## src/rtl/sar_pkg.sv

```systemverilog
// Shared SAR definitions: controller state encoding and the default resolution,
// which the sampler stage also uses.
package sar_pkg;

    localparam int unsigned NUM_BITS_DEFAULT = 4;

    typedef enum logic {
        IDLE = 1'b0,
        CONV = 1'b1
    } state_t;

endpackage

```

## src/rtl/sar_ctrl_if.sv

```systemverilog
// SAR controller signal bundle: start/comparator inputs and the conversion outputs.
interface sar_ctrl_if
    import sar_pkg::*;
#(
    parameter int unsigned NUM_BITS = NUM_BITS_DEFAULT
) ();

    logic                sample_sig;
    logic                comp_out;
    logic                hold;
    logic [NUM_BITS-1:0] dac_code;
    logic                busy;
    logic [NUM_BITS-1:0] dout;
    logic                eoc;
    logic                overrun;

    modport master (
        output sample_sig, comp_out,
        input  hold, dac_code, busy, dout, eoc, overrun
    );

    modport slave (
        input  sample_sig, comp_out,
        output hold, dac_code, busy, dout, eoc, overrun
    );

endinterface

```

## src/rtl/sar_ctrl.sv

```systemverilog
// Successive-approximation controller: one binary-search decision per clock,
// result published on dout with a one-cycle eoc strobe.
module sar_ctrl
    import sar_pkg::*;
#(
    parameter int unsigned NUM_BITS = NUM_BITS_DEFAULT
) (
    input  logic       clk,
    input  logic       rst_n,
    sar_ctrl_if.slave  bus
);

    localparam int unsigned IDX_W   = (NUM_BITS > 1) ? $clog2(NUM_BITS) : 1;
    localparam logic [IDX_W-1:0] MAX_IDX = IDX_W'(NUM_BITS - 1);
    localparam logic [NUM_BITS-1:0] MSB_CODE = NUM_BITS'(1) << MAX_IDX;

    state_t              state_q, state_d;
    logic [IDX_W-1:0]    idx_q, idx_d;
    logic [NUM_BITS-1:0] dac_q, dac_d;
    logic [NUM_BITS-1:0] dout_q, dout_d;
    logic                hold_q, hold_d;
    logic                busy_q, busy_d;
    logic                eoc_q, eoc_d;
    logic                ovr_q, ovr_d;
    logic [NUM_BITS-1:0] mask;
    logic [NUM_BITS-1:0] resolved;

    // State and output registers
    always_ff @(posedge clk or negedge rst_n) begin
        if (!rst_n) begin
            state_q <= IDLE;
            idx_q   <= MAX_IDX;
            dac_q   <= '0;
            dout_q  <= '0;
            hold_q  <= 1'b0;
            busy_q  <= 1'b0;
            eoc_q   <= 1'b0;
            ovr_q   <= 1'b0;
        end else begin
            state_q <= state_d;
            idx_q   <= idx_d;
            dac_q   <= dac_d;
            dout_q  <= dout_d;
            hold_q  <= hold_d;
            busy_q  <= busy_d;
            eoc_q   <= eoc_d;
            ovr_q   <= ovr_d;
        end
    end

    // Next-state and code/mask update
    always_comb begin
        state_d  = state_q;
        idx_d    = idx_q;
        dac_d    = dac_q;
        dout_d   = dout_q;
        hold_d   = hold_q;
        busy_d   = busy_q;
        eoc_d    = 1'b0;
        ovr_d    = 1'b0;
        mask     = NUM_BITS'(1) << idx_q;
        resolved = bus.comp_out ? dac_q : (dac_q & ~mask);

        case (state_q)
            IDLE: begin
                hold_d = 1'b0;
                busy_d = 1'b0;
                dac_d  = '0;
                idx_d  = MAX_IDX;
                if (bus.sample_sig) begin
                    state_d = CONV;
                    hold_d  = 1'b1;
                    busy_d  = 1'b1;
                    dac_d   = MSB_CODE;
                end
            end
            CONV: begin
                // A start request during a conversion is dropped and flagged.
                ovr_d = bus.sample_sig;
                if (idx_q != '0) begin
                    dac_d = resolved | (mask >> 1);
                    idx_d = idx_q - IDX_W'(1);
                end else begin
                    dout_d  = resolved;
                    eoc_d   = 1'b1;
                    state_d = IDLE;
                    hold_d  = 1'b0;
                    busy_d  = 1'b0;
                    dac_d   = '0;
                    idx_d   = MAX_IDX;
                end
            end
            default: begin
                state_d = IDLE;
            end
        endcase
    end

    assign bus.hold     = hold_q;
    assign bus.busy     = busy_q;
    assign bus.dac_code = dac_q;
    assign bus.dout     = dout_q;
    assign bus.eoc      = eoc_q;
    assign bus.overrun  = ovr_q;

endmodule

```

## src/flat_wrapper.sv

```systemverilog
// flat-port wrapper written by rule: the top's interface ports become plain ports
module sar_ctrl_flat import sar_pkg::*;
#(
    parameter int unsigned NUM_BITS = NUM_BITS_DEFAULT
)
  (clk, rst_n, bus_sample_sig, bus_comp_out, bus_hold, bus_dac_code, bus_busy, bus_dout, bus_eoc, bus_overrun);
  sar_ctrl_if #(.NUM_BITS(NUM_BITS)) bus_i ();
  input  logic clk;
  input  logic rst_n;
  input wire logic [$bits(bus_i.sample_sig)-1:0] bus_sample_sig;
  input wire logic [$bits(bus_i.comp_out)-1:0] bus_comp_out;
  output wire logic [$bits(bus_i.hold)-1:0] bus_hold;
  output wire logic [$bits(bus_i.dac_code)-1:0] bus_dac_code;
  output wire logic [$bits(bus_i.busy)-1:0] bus_busy;
  output wire logic [$bits(bus_i.dout)-1:0] bus_dout;
  output wire logic [$bits(bus_i.eoc)-1:0] bus_eoc;
  output wire logic [$bits(bus_i.overrun)-1:0] bus_overrun;
  assign bus_i.sample_sig = bus_sample_sig;
  assign bus_i.comp_out = bus_comp_out;
  assign bus_hold = bus_i.hold;
  assign bus_dac_code = bus_i.dac_code;
  assign bus_busy = bus_i.busy;
  assign bus_dout = bus_i.dout;
  assign bus_eoc = bus_i.eoc;
  assign bus_overrun = bus_i.overrun;
  sar_ctrl #(.NUM_BITS(NUM_BITS)) u_core (.clk(clk), .rst_n(rst_n), .bus(bus_i));
endmodule
```

## config.mk

```make
export PLATFORM = sky130hd
export DESIGN_NAME = sar_ctrl_flat
export DESIGN_NICKNAME = d
export VERILOG_FILES = /design/src/rtl/sar_pkg.sv /design/src/rtl/sar_ctrl_if.sv /design/src/rtl/sar_ctrl.sv /design/src/flat_wrapper.sv
export SDC_FILE = /design/constraint.sdc
export NUM_CORES = 1
export LEC_CHECK = 0
export CAP_MARGIN = 20
export CORE_AREA = 3 3 40 42
export DETAILED_ROUTE_END_ITERATION = 7
export DIE_AREA = 0 0 43 45
export DONT_BUFFER_PORTS = 1
export SYNTH_ARGS = -nofsm -noshare
export SYNTH_HDL_FRONTEND = slang
export SYNTH_SLANG_ARGS = --single-unit
```

## constraint.sdc

```tcl
create_clock -name clk -period 2.4 [get_ports clk]
set_input_delay 0.6 -clock clk [delete_from_list [all_inputs] [get_ports clk]]
set_output_delay 0.6 -clock clk [all_outputs]
set_load 0.01 [all_outputs]
```

==> results by group, run 1 <==
Routing
  • DRC Markers: 0
  • Max layer used: met3
  • Vias per inst: 4.73
  • Routed len/inst: 12.1 um
  • Detailed Route Iter0 Violations: 1
  • Routed wl met2: 394 um
  • Pre-antenna DRT Iters: 2
  • Total Routed Length: 881 um
  • Via count: 345
  • Routed wl met3: 70 um
  • Met1 wire length: 415 um
  • Routed Antenna Nets: 0

Logic synthesis
  • Yosys Warn Count: 0
  • Yosys cell types: 16
  • Synth Register Bits: 14
  • Cells after Synth: 54
  • Synthesized area: 578 sq um
  • Syn nets: 62
  • Seq/Total Area, Yosys: 61.0%
  • Synthesized area per cell: 10.7 sq um

Finish
  • Final Util: 49.5%
  • Fill count: 115
  • Share of cells above drive strength 1: 12.1%
  • Final nets: 67
  • Commonest cells after routing, fill and taps aside: 12 x nand2_1, 12 x dfrtp_1, 6 x inv_1, 6 x o21ai_1, 4 x ha_1
  • Area growth, synth to finish: 9.96%
  • N_diodes: 0

STA
  • Slew margin rel.: 64.1%
  • Final Hold Viols: 0
  • Worst-Margin Slew: 0.536 ns
  • Fmax: 0.741 GHz
  • Setup TNS: 0 ns
  • Setup Viol. Count Final: 0
  • Fin. max-slew vios: 0
  • Worst Setup Slack, final: 1.05 ns
  • Worst clock skew: 0.00448 ns
  • Fin crit share: 56.3%
  • Min Clock Period, post-route: 1.35 ns
  • RSZ-0062 raised after global routing: no
  • Hold Worst Slack: 0.160 ns

Worst setup path
  • Setup crit end kind: primary output
  • Critical Path Fanout Max: 3
  • Crit path arrival time: 0.75 ns
  • CP required: 1.80 ns
  • Critical path startpoint category: register
  • CP Class: reg2out
  • R2r setup slk: 1.11 ns

Clock network
  • Clock Path Buffers: 2
  • CTS Sinks: 14
  • CTS Buf Count: 3
  • # H-tree levels: 1
  • Root Buffer: clkbuf_4
  • Clock Latency Late Sink: 0.27 ns
  • Post-CTS Setup Inserts: 0
  • Worst-path clk slew: 0.09 ns
  • CTS tree: yes

Power
  • Power per cell area: 1320 mW/mm^2
  • Worst vdd ir: 0.501 mV
  • Leak: 0.329 nW
  • Total power: 839 uW

Placed design
  • Pre-CTS WS: 1.12 ns
  • Port Buffer Count: 0
  • Dpl hpwl: 662 um
  • RD Place Congestion: 0.718

Floorplanning
  • Die W: 43 um
  • Site Rows: 13
  • Core Area: 0.00128 sq mm
  • Die height: 45 um
  • Die ar.: 0.00194 sq mm
  • Ports: 16
  • Starting Density: 45.0%

Global routing
  • Initial antenna violation count: 0
  • Global-route wire length before repair: 1610 um
  • Vias in the first global route: 353
  • Pin count of the biggest net entering global routing: 13
  • GR Util All Layers: 11.3%
  • GR Overflow Total: 0

Worst hold path
  • Type of the most critical hold path: in2async

Status
  • Status: finished, final reports clean

Run
  • Max cap viols: 0
logic make-up (layout without fill, tap and decap cells):
kind of cell / count (synthesis) / in the layout / share of synthesized area, %
buffers and inverters: 7 / 11 / 5.20
muxes: 1 / 1 / 1.73
AOI/OAI and AO/OA: 10 / 10 / 8.87
adders and majority gates: 4 / 4 / 8.66
and+or+nand+nor: 18 / 18 / 14.5
DFF: 14 / 14 / 61.0
per-layer routing:
metal  GRT usage (%)  vias up
li1                -      178
met1            14.5      156
met2            16.8       11
met3            4.38        0
met4            5.42        0
met5               0        -
state kept, by name, indices dropped and copies added, names as in the netlist:
| signal | flops |
|---|---|
| u_core.bus.dac_code | 4 |
| u_core.bus.dout | 4 |
| u_core.idx_q | 2 |
| u_core.bus.eoc | 1 |
| u_core.bus.hold | 1 |
| u_core.bus.overrun | 1 |
| u_core.state_q | 1 |
report_power, final:
part           internal [mW]  leakage, nW  switching [mW]
clock network         0.0922       0.0210          0.0748
registers              0.346        0.174           0.127
logic                 0.0881        0.134           0.112
repair_timing:
action                    4_1_cts  5_1_grt
resized for setup               0        0
hold endpoints to repair       12        0
hold buffers                    1        0
per-stage QoR:
stage	instances	cell area [sq um]
floorplan	54	578
global placement	68	589
detailed placement	68	589
CTS	73	636
global route	73	636
finish	73	636
final cells by class:
cell class              count  area [sq um]  share of cell area, %
repair buffers              1          10.0                   1.57
flip-flops and latches     14           353                   55.5
multi-input cells          33           195                   30.7
clock buffers               4          36.3                   5.71
inverters                   6          22.5                   3.54
well taps                  15          18.8                   2.95
final timing paths:
kind / cells after the start / start / endpoint
hold reg to reg: 1 / u_core.idx_q[0] / u_core.idx_q[0]
max in group asynchronous: 1 / rst_n / u_core.bus.dout[0]
setup reg to reg: 5 / u_core.idx_q[0] / u_core.bus.hold
setup / recovery: 0 / u_core.bus.hold / bus_hold
hold / removal: 0 / rst_n / u_core.idx_q[1]
min in group clk: 2 / bus_comp_out / u_core.bus.dout[0]
synth_stat cells:
| cell | instances | area share, % |
|---|---|---|
| a21oi_1 | 1 | 0.86 |
| o22ai_1 | 1 | 1.1 |
| nand2_1 | 12 | 7.8 |
| and2b_1 | 1 | 1.3 |
| ha_1 | 4 | 8.7 |
| nand2b_1 | 2 | 2.2 |
| o21ai_0 | 2 | 1.7 |
| mux2i_1 | 1 | 1.7 |
| inv_1 | 6 | 3.9 |
| o21ai_1 | 6 | 5.2 |
| dfstp_2 | 2 | 9.1 |
| nor2b_1 | 1 | 1.1 |
| dfrtp_1 | 12 | 52 |
| buf_4 | 1 | 1.3 |
| nand2_2 | 1 | 1.1 |
| and2_1 | 1 | 1.1 |
No activity file was read; power rests on OpenSTA's default activity.
==> run 2: changes to the inputs <==
- clock period: 2.4 -> 1.1 ns (I/O delays scaled with it)
==> run 2 against run 1 <==
The run now ends with negative setup slack left; via count is 8.4% higher; utilization up 2.4 points; hold slack got worse by 0.036 ns; clock skew is essentially flat; final area grew 4.9%; clock power rose by 120%; combinational power increased to 2.8 times the previous value; wire length grew 13%; cell count grew 2.7%; critical endpoint is now u_core.bus.hold; largest cell class unchanged; highest routed layer is now met4.
==> results by group, run 2 (same netlist as run 1, synthesis figures left out) <==
Worst setup path
  • CP Class: reg2reg (was reg2out)
  • Critical Path Fanout Max: 5 (was 3)
  • Critical path startpoint category: register (unchanged)
  • Setup crit end kind: register (was primary output)
  • Reg2reg end: u_core.bus.hold (unchanged)
  • Worst R2R Start: u_core.idx_q[0] (unchanged)
  • FF-to-FF path depth: 5 (unchanged)
  • R2r setup slk: -0.09 ns (was 1.11 ns)
  • CP required: 1.32 ns (was 1.80 ns)
  • Crit path arrival time: 1.41 ns (was 0.75 ns)

Floorplanning
  • Site Rows: 13 (unchanged)
  • Starting Density: 45.0% (unchanged)
  • Die ar.: 0.00194 sq mm (unchanged)
  • Die height: 45 um (unchanged)
  • Die W: 43 um (unchanged)
  • Core Area: 0.00128 sq mm (unchanged)
  • Ports: 16 (unchanged)

Global routing
  • GR Util All Layers: 11.8% (was 11.3%)
  • Vias in the first global route: 369 (was 353)
  • GR Overflow Total: 0 (unchanged)
  • Pin count of the biggest net entering global routing: 15 (was 13)
  • Global-route wire length before repair: 1600 um (was 1610 um)
  • Initial antenna violation count: 0 (unchanged)

STA
  • Worst Setup Slack, final: -0.0882 ns (was 1.05 ns)
  • RSZ-0062 raised after global routing: yes (was no)
  • Setup TNS: -0.446 ns (was 0 ns)
  • Min Clock Period, post-route: 1.19 ns
  • Worst clock skew: 0.00407 ns (was 0.00448 ns)
  • Final Hold Viols: 0 (unchanged)
  • Fin. max-slew vios: 0 (unchanged)
  • Fin crit share: 108%
  • Setup Viol. Count Final: 10 (was 0)
  • Hold Worst Slack: 0.124 ns (was 0.160 ns)
  • Slew margin rel.: 58.7% (was 64.1%)
  • Fmax: 0.842 GHz
  • Worst-Margin Slew: 0.617 ns (was 0.536 ns)

Finish
  • Area growth, synth to finish: 15.4% (was 9.96%)
  • Final nets: 69 (was 67)
  • Fill count: 114 (was 115)
  • Post-route insts no fill: 75 (was 73)
  • Commonest cells after routing, fill and taps aside: 12 x nand2_1, 12 x dfrtp_1, 7 x o21ai_1 (was 12 x nand2_1, 12 x dfrtp_1, 6 x inv_1, 6 x o21ai_1, 4 x ha_1)
  • N_diodes: 0 (unchanged)
  • Share of cells above drive strength 1: 21.7% (was 12.1%)

Clock network
  • CTS Sinks: 14 (unchanged)
  • CTS tree: yes (unchanged)
  • Post-CTS Setup Inserts: 0 (unchanged)
  • CTS Buf Count: 3 (unchanged)
  • # H-tree levels: 1 (unchanged)
  • Clock Path Buffers: 2 (unchanged)
  • Clock Latency Late Sink: 0.28 ns (was 0.27 ns)
  • Worst-path clk slew: 0.08 ns (was 0.09 ns)
  • Root Buffer: clkbuf_4 (unchanged)

Placed design
  • RD Place Congestion: 0.741 (was 0.718)
  • Dpl hpwl: 762 um (was 662 um)
  • Placed insts: 70 (was 68)
  • Port Buffer Count: 0 (unchanged)

Routing
  • Detailed Route Iter0 Violations: 0 (was 1)
  • Routed Antenna Nets: 0 (unchanged)
  • Pre-antenna DRT Iters: 1 (was 2)
  • Routed len/inst: 13.3 um (was 12.1 um)
  • Total Routed Length: 994 um (was 881 um)
  • DRC Markers: 0 (unchanged)
  • Vias per inst: 4.99 (was 4.73)
  • Via count: 374 (was 345)

Power
  • Leak: 0.335 nW (was 0.329 nW)
  • Worst vdd ir: 1.09 mV (was 0.501 mV)
  • Power per cell area: 2940 mW/mm^2 (was 1320 mW/mm^2)
  • Total power: 1.96 mW (was 839 uW)

Worst hold path
  • Type of the most critical hold path: in2reg (was in2async)
  • Hold path endpoint: u_core.bus.dout[0]
  • Hold Crit Start: bus_comp_out
  • WHS Path Cells: 2

Status
  • Failing checks: negative setup slack
  • Status: finished, violations left (was finished, final reports clean)

Run
  • Max cap viols: 0 (unchanged)
==> run 2: changes by cell type in the layout (fill, tap and decap cells not counted), sizes merged <==
cell  change
buf       +2
==> run 2: worst max-delay path by stage <==
stage | startpoint | end | depth (start not counted)
floorplan | u_core.idx_q[0] | u_core.bus.dac_code[3] | 4
global placement | u_core.idx_q[1] | u_core.bus.hold | 5
detailed placement | u_core.idx_q[0] | u_core.bus.dac_code[3] | 4
CTS | u_core.idx_q[0] | u_core.bus.hold | 5
global route | u_core.idx_q[0] | u_core.bus.hold | 5
finish | u_core.idx_q[0] | u_core.bus.hold | 5
==> run 2: layout make-up <==
type / count / area (sq um) / share of cell area (%)
Clock buffer: 4 / 36.3 / 5.44
Timing Repair Buffer: 3 / 25.0 / 3.75
Tap cell: 15 / 18.8 / 2.81
Inverter: 6 / 22.5 / 3.38
Sequential cell: 14 / 353 / 52.9
Multi-Input combinational cell: 33 / 211 / 31.7
==> run 2: metrics by stage <==
stage	util [%]	cell area (sq um)	worst slack, ns
2_1_floorplan	-	591	-0.0247
3_3_place_gp	48.0	617	-0.0563
3_5_place_dp	48.0	617	-0.0885
4_1_cts	51.9	667	-0.101
5_1_grt	51.9	667	-0.159
6_report	51.9	667	-0.0882
==> run 2: per-layer routing <==
layer,vias up,GRT usage [%],wire length (um)
met1,175,11.9,393
met5,-,0,0
li1,183,-,-
met3,5,4.38,65
met2,11,19.8,499
met4,0,9.04,36
==> run 2: report_power, final <==
part	internal (mW)	switching [mW]
Combinational	0.259	0.301
Sequential	0.754	0.282
Clock	0.201	0.165
Total	1.21	0.748
==> run 2: worst max-delay path, stage by stage, from the launching register on <==
cell	delay, ns
dfstp_2	0.58
inv_2	0.06
ha_4	0.16
and2b_1	0.21
nand2_1	0.06
nand2_1	0.06
==> run 2: what timing repair did <==
action,4_1_cts,5_1_grt
setup endpoints to repair,11,11
endpoints found under the hold margin,14,0
resized for setup,1,0
pin swaps,4,0
hold buffers,1,0
